**src/rtl/pipe_stage_reg.sv**
```systemverilog
// Reusable pipeline-stage register with a valid/ready handshake, an optional 1-entry skid
// buffer, and a synchronous flush that turns held entries into bubbles.
module pipe_stage_reg #(
    parameter int unsigned DATA_W   = 96,
    parameter int unsigned CTRL_W   = 1,
    parameter bit          SKID_EN  = 1'b1,
    parameter bit          CLR_DATA = 1'b1
) (
    input  logic              clk,
    input  logic              rst_n,
    input  logic              flush,
    input  logic              in_valid,
    output logic              in_ready,
    input  logic [DATA_W-1:0] in_data,
    input  logic [CTRL_W-1:0] in_ctrl,
    output logic              out_valid,
    input  logic              out_ready,
    output logic [DATA_W-1:0] out_data,
    output logic [CTRL_W-1:0] out_ctrl,
    output logic [1:0]        occupancy
);

    logic              head_valid_q, head_valid_d;
    logic [DATA_W-1:0] head_data_q,  head_data_d;
    logic [CTRL_W-1:0] head_ctrl_q,  head_ctrl_d;
    logic              skid_valid_q, skid_valid_d;
    logic [DATA_W-1:0] skid_data_q,  skid_data_d;
    logic [CTRL_W-1:0] skid_ctrl_q,  skid_ctrl_d;

    logic push;
    logic pop;

    // With the skid buffer, ready depends only on state, never on out_ready.
    assign in_ready = SKID_EN ? !skid_valid_q : (!head_valid_q || out_ready);
    assign push     = in_valid && in_ready;
    assign pop      = head_valid_q && out_ready;

    always_comb begin
        head_valid_d = head_valid_q;
        head_data_d  = head_data_q;
        head_ctrl_d  = head_ctrl_q;
        skid_valid_d = skid_valid_q;
        skid_data_d  = skid_data_q;
        skid_ctrl_d  = skid_ctrl_q;

        if (flush) begin
            // Any same-cycle pop has already been consumed downstream; any push is dropped.
            head_valid_d = 1'b0;
            head_ctrl_d  = '0;
            skid_valid_d = 1'b0;
            skid_ctrl_d  = '0;
            if (CLR_DATA) begin
                head_data_d = '0;
                skid_data_d = '0;
            end
        end else if (pop && skid_valid_q) begin
            // in_ready is low whenever the skid is full, so no push can coincide here.
            head_valid_d = 1'b1;
            head_data_d  = skid_data_q;
            head_ctrl_d  = skid_ctrl_q;
            skid_valid_d = 1'b0;
            skid_ctrl_d  = '0;
            if (CLR_DATA) begin
                skid_data_d = '0;
            end
        end else if (push && (!head_valid_q || pop)) begin
            head_valid_d = 1'b1;
            head_data_d  = in_data;
            head_ctrl_d  = in_ctrl;
        end else if (pop) begin
            head_valid_d = 1'b0;
            head_ctrl_d  = '0;
            if (CLR_DATA) begin
                head_data_d = '0;
            end
        end else if (SKID_EN && push && head_valid_q) begin
            skid_valid_d = 1'b1;
            skid_data_d  = in_data;
            skid_ctrl_d  = in_ctrl;
        end
    end

    always_ff @(posedge clk or negedge rst_n) begin
        if (!rst_n) begin
            head_valid_q <= 1'b0;
            head_data_q  <= '0;
            head_ctrl_q  <= '0;
            skid_valid_q <= 1'b0;
            skid_data_q  <= '0;
            skid_ctrl_q  <= '0;
        end else begin
            head_valid_q <= head_valid_d;
            head_data_q  <= head_data_d;
            head_ctrl_q  <= head_ctrl_d;
            skid_valid_q <= skid_valid_d;
            skid_data_q  <= skid_data_d;
            skid_ctrl_q  <= skid_ctrl_d;
        end
    end

    assign out_valid = head_valid_q;
    assign out_data  = head_data_q;
    // A bubble must never drive a write enable, whatever is stored.
    assign out_ctrl  = head_ctrl_q & {CTRL_W{head_valid_q}};
    assign occupancy = {1'b0, head_valid_q} + {1'b0, skid_valid_q};

endmodule

```
**config.mk**
```make
export PLATFORM = sky130hd
export DESIGN_NAME = pipe_stage_reg
export DESIGN_NICKNAME = d
export VERILOG_FILES = /design/src/rtl/pipe_stage_reg.sv
export SDC_FILE = /design/constraint.sdc
export NUM_CORES = 1
export LEC_CHECK = 0
export ABC_AREA = 0
export CELL_PAD_IN_SITES_DETAIL_PLACEMENT = 1
export CELL_PAD_IN_SITES_GLOBAL_PLACEMENT = 1
export CORE_UTILIZATION = 26
export DETAILED_ROUTE_END_ITERATION = 8
export GPL_TIMING_DRIVEN = 1
export PLACE_DENSITY = 0.59
export SKIP_LAST_GASP = 1
export SLEW_MARGIN = 20
export SYNTH_ARGS = -nofsm -noshare
export SYNTH_HDL_FRONTEND = slang
export SYNTH_SLANG_ARGS = --single-unit
export TNS_END_PERCENT = 5
```
**constraint.sdc**
```tcl
create_clock -name clk -period 1.8 [get_ports clk]
set_input_delay 0.18 -clock clk [delete_from_list [all_inputs] [get_ports clk]]
set_output_delay 0.18 -clock clk [all_outputs]
set_load 0.05 [all_outputs]
```
======== Word-level counts from Yosys, hierarchy flattened ========
Cells that the tools add are included.
operators by class
  mux-type cells .......................... 26
  bitwise gates (word level) .............. 1
  equality and inequality tests ........... 2
  reductions and logical operators ........ 11
  $add $sub $neg .......................... 1
operators by type and width
  kind                                                                      count
  96-bit two-way mux                                                        9
  1-bit two-way mux                                                         17
  1-bit logical AND                                                         5
  4-bit nonzero test                                                        1
  3-bit by 2-bit inequality test with 1-bit output (second input constant)  1
  3-bit inequality test (second input constant)                             1
  3-bit AND reduction                                                       1
  3-bit nonzero test                                                        1
  1-bit by 1-bit adder with 2-bit output                                    1
  1-bit logical NOT                                                         2
  1-bit AND                                                                 1
  1-bit logical OR                                                          1
storage, ports and cells
  input port bits ......................... 102
  word-level logic and storage cells ...... 47
  output and inout bits ................... 101
  register bits ........................... 196

======== Depth between registers and ports, before layout ========
  depth in word-level cells ............... 8
  gate-level depth with buffers ........... 7
  depth with buffers taken out ............ 3

======== Least setup slack after synthesis ========
No wires, ideal clock.
  kind .................................... reg2reg
  start point ............................. register head_valid_q, in the netlist out_valid
  end point ............................... register head_data_q[39], in the netlist out_data[39]
  buffers on the path ..................... 3
  stages on the path, launching flop included .. 7
  data required time ...................... 1.722 ns
  clock period less this slack ............ 1.873 ns
  data arrival time ....................... 1.795 ns
  library setup time ...................... 0.078 ns
  slack ................................... -0.073 ns
  cells stage by stage .................... dfrtp_1 -> buf_2 -> nor3b_1 -> a211oi_2 -> buf_2 -> buf_2 -> o2bb2ai_1
between the ends
  word-level cells in the longest chain between the ends .. 6
  elaborated cells on any way between the ends .. 9
  those cells by class .................... mux: 3; reduce/logical: 6
RTL lines
  what                                                    line    RTL
  start, declared                                         23      logic head_valid_q, head_valid_d;
  start signal, assigned                                  92      head_valid_q <= head_valid_d;
  1-bit logical NOT or 1-bit logical AND (tied branches)  66, 36
  1-bit logical OR                                        66      end else if (push && (!head_valid_q || pop)) begin
  1-bit logical AND                                       66
  96-bit two-way mux                                      66
  96-bit two-way mux                                      56      end else if (pop && skid_valid_q) begin
  96-bit two-way mux                                      46      if (flush) begin
  end signal, assigned                                    93      head_data_q <= head_data_d;
  end, declared                                           24      logic [DATA_W-1:0] head_data_q, head_data_d;
Several ways; a longest one is shown, not always the timed one.
A chain may end at the register's enable or synchronous reset.

======== Worst setup path in the final report ========
  start point ............................. register head_data_q[34], in the netlist out_data[34]
  end point ............................... output port out_data[34]
RTL lines
  what           line  RTL
  end, declared  18    output logic [DATA_W-1:0] out_data,
No word-level cell between the ends.

==> results by group <==
Outcome
  – Status: finished, violations left
  – Failing checks: setup timing

Clock network
  – Post-CTS Setup Repair Bufs: 0
  – CTS Buf Count: 17
  – Clock Tree Root: clkbuf_16
  – Clock tree from TritonCTS: yes
  – CTS sink cnt: 196
  – Skew-Pair Late Insertion Delay: 0.44 ns
  – CTS H-tree depth: 4
  – Clk buf depth: 2
  – Worst-path clk slew: 0.09 ns

Final layout
  – Share of layout cells above drive strength 1: 10.05%
  – Fill count: 3,175
  – Layout Area Growth over Synthesis: 39.27%
  – Final Instance Count excl. Fillers: 1,162
  – Footprint of the multi-input gates: 2831 um2
  – Final #Nets: 856
  – Reg area: 4906 um2
  – Layout Utilization: 36.79%
  – # diodes: 0
  – Finished Cell Area: 11,250 um2

Power
  – PwrDens: 939.0 nW/um2
  – Gate power share: 18.5%
  – Leakage: 4.491 nW
  – Clock power frac: 36.7%
  – Part of the power in registers: 44.9%
  – Max VDD drop: 0.0004949 V
  – Cell-internal power: 7.231 mW
  – Sw Ratio: 31.57%
  – Net Sw Power: 3.336 mW

STA
  – Final setup vio count: 28
  – Hold Vio Cnt, Final: 0
  – Post-route worst setup slack: -0.03413 ns
  – Max Fclk: 545.2 MHz
  – Final period utilization: 101.9%
  – RSZ-0062 raised after global routing: true
  – Final min period: 1.834 ns
  – Slew Viols, Final: 0
  – Rel. slew slack: 53.94%
  – Worst-margin pin slew: 0.6909 ns
  – Clk_skew: 0.01274 ns

Setup path
  – Max incr delay on CP: 0.84 ns
  – Startpoint types: register
  – WP data required: 1.62 ns
  – Setup CP Type: reg -> out
  – CP startpoint: out_data[34]
  – Crit-path max FO: 2
  – Setup crit end kind: primary output
  – Slowest CP cell: clkdlybuf4s50_1
  – RR Startpoint: skid_valid_q
  – Arrival @ worst endpoint: 1.65 ns
  – Buffers & Inverters on Critical Path: 1
  – Crit-path cells: clkdlybuf4s50_1
  – CP top delay family: buffers and inverters

Global route
  – Largest net degree at the start of global routing: 85
  – GRT Util Overall: 17.00%
  – First-pass GRT wire length: 41,810 um
  – Initial antenna violation count: 0
  – Vias in the first global route: 7,016
  – GR Overflow Total: 0

Placement
  – Port buffer count: 202
  – Placed insts: 1,129
  – Cell Area, Placed: 10,640 um2
  – GP Congestion: 0.7348
  – HPWL after DPL: 16,480 um

Logic synthesis
  – Distinct cells, synth: 22
  – Register area share after synthesis: 60.70%
  – Post-Syn Area: 8080 um2
  – Mean post-synth cell area: 13.70 um2
  – Syn. warnings: 0
  – Synth area leaders: dfrtp_1 61%, a32o_1 12%, a32oi_1 11%
  – Synth area leader: dfrtp_1
  – Yosys reg bits: 196
  – Synth top area share: 60.70%
  – Syn nets: 693
  – Synth Instances: 590

Drt
  – Number of iterations in the first detailed-routing pass: 5
  – Starting DRT DRC Count: 578
  – Routed wirelength normalized by instance count: 22.97 um
  – Antenna viol nets, final: 0
  – Wirelength, routed: 26,690 um
  – Total number of vias: 6,629
  – Post-DR vias/cell: 5.705
  – Drt drc: 0

Die
  – Core Region: 30,590 um2
  – Num rows: 64
  – Die ar.: 31,790 um2
  – Initial core utilization: 26.42%
  – Die Y: 178.3 um
  – Num ports: 203
  – DIE WIDTH: 178.3 um

Min path
  – Hold Crit Class: in -> reg
  – Hold path start: flush

Job
  – Maxcap violations: 0
==> metal layers <==
metal	vias up	GRT usage, %	wire length [um]
li1	2848	-	-
met5	-	0	0
met2	256	25.97	12350
met3	22	3.431	1575
met4	0	4.237	269
met1	3503	24.44	12490
==> sequential cells by signal, indices dropped and copies added (netlist names) <==
register,cells
out_data,96
skid_ctrl_q,1
head_ctrl_q,1
skid_valid_q,1
skid_data_q,96
out_valid,1
==> cell usage in the layout (no fill, tap or decap), types with 4 or more instances in the layout <==
cell | netlist | final
clkbuf_16 | 0 | 17
dlymetal6s2s_1 | 0 | 4
buf_12 | 0 | 16
buf_4 | 6 | 20
a32o_1 | 97 | 97
a32oi_1 | 97 | 97
o2bb2ai_1 | 97 | 97
clkdlybuf4s50_1 | 0 | 183
inv_8 | 0 | 4
clkinv_8 | 0 | 4
clkinv_4 | 0 | 4
dlygate4sd2_1 | 0 | 4
dfrtp_1 | 196 | 195
==> power groups by stage <==
| stage | clock network, mW | registers (mW) | logic (mW) |
|---|---|---|---|
| 3_5_place_dp | 0 | 4.82 | 1.96 |
| 3_3_place_gp | 0 | 4.82 | 1.92 |
| 6_report | 3.88 | 4.74 | 1.95 |
| 4_1_cts | 4.02 | 4.74 | 1.97 |
| 5_1_grt | 4.20 | 4.76 | 2.06 |
| 2_1_floorplan | 0 | 5.31 | 0.512 |
==> cell usage after synthesis, drive strengths merged <==
cell and n:
dfrtp 196, a32o 97, a32oi 97, o2bb2ai 97, clkbuf 51, buf 34
nor3b 3, a211oi 2, a21oi 2, and2 2, inv 2, nand2b 2
and3 1, ha 1, nor2 1, nor2b 1, o21ai 1
==> final timing paths <==
path / to / slack [ns] / cells after the start
setup / recovery: out_data[34] / -0.03 / 1
hold / removal: out_data[91] / 0.16 / 2
setup reg to reg: skid_data_q[77] / 0.16 / 5
hold reg to reg: head_ctrl_q / 0.49 / 1
max in group asynchronous: out_data[75] / 0.79 / 3
min in group asynchronous: out_data[33] / 0.20 / 2
==> repair_timing <==
| action | CTS | global route |
|---|---|---|
| hold buffers | 1 | 0 |
| cloned | 0 | 0 |
| setup endpoints to repair | 88 | 89 |
| resized for setup | 4 | 4 |
| hold endpoints to repair | 31 | 0 |
==> cells by family (layout without fill, tap and decap cells) <==
kind of cell               count (synthesis)  in the layout  synth area share [%]
and+or+nand+nor                           10             10                0.9291
AOI/OAI and AO/OA                        296            296                 33.52
DFF                                      196            196                 60.70
buffers and inverters                     87            263                 4.692
adders and majority gates                  1              1                0.1548
==> stage by stage <==
step | hold WS (ns) | power [mW] | TNS (ns) | worst slack, ns
floorplan | -0.1156 | 5.822 | 0 | 0.07586
global placement | 0.09987 | 6.743 | -0.8885 | -0.05230
detailed placement | 0.1113 | 6.787 | -4.460 | -0.1464
CTS | 0.1482 | 10.73 | -2.324 | -0.06181
global route | 0.1572 | 11.03 | -4.187 | -0.08152
finish | 0.1625 | 10.57 | -0.3931 | -0.03413
==> area by class of cell <==
class | instances | share of cell area, %
Timing Repair Buffer | 229 | 21.43
Inverter | 2 | 0.07783
Tap cell | 396 | 4.403
Clock buffer | 18 | 3.903
Sequential cell | 196 | 43.60
Clock inverter | 14 | 1.434
Multi-Input combinational cell | 307 | 25.16
Note: power is estimated with default switching activity, not from simulation.
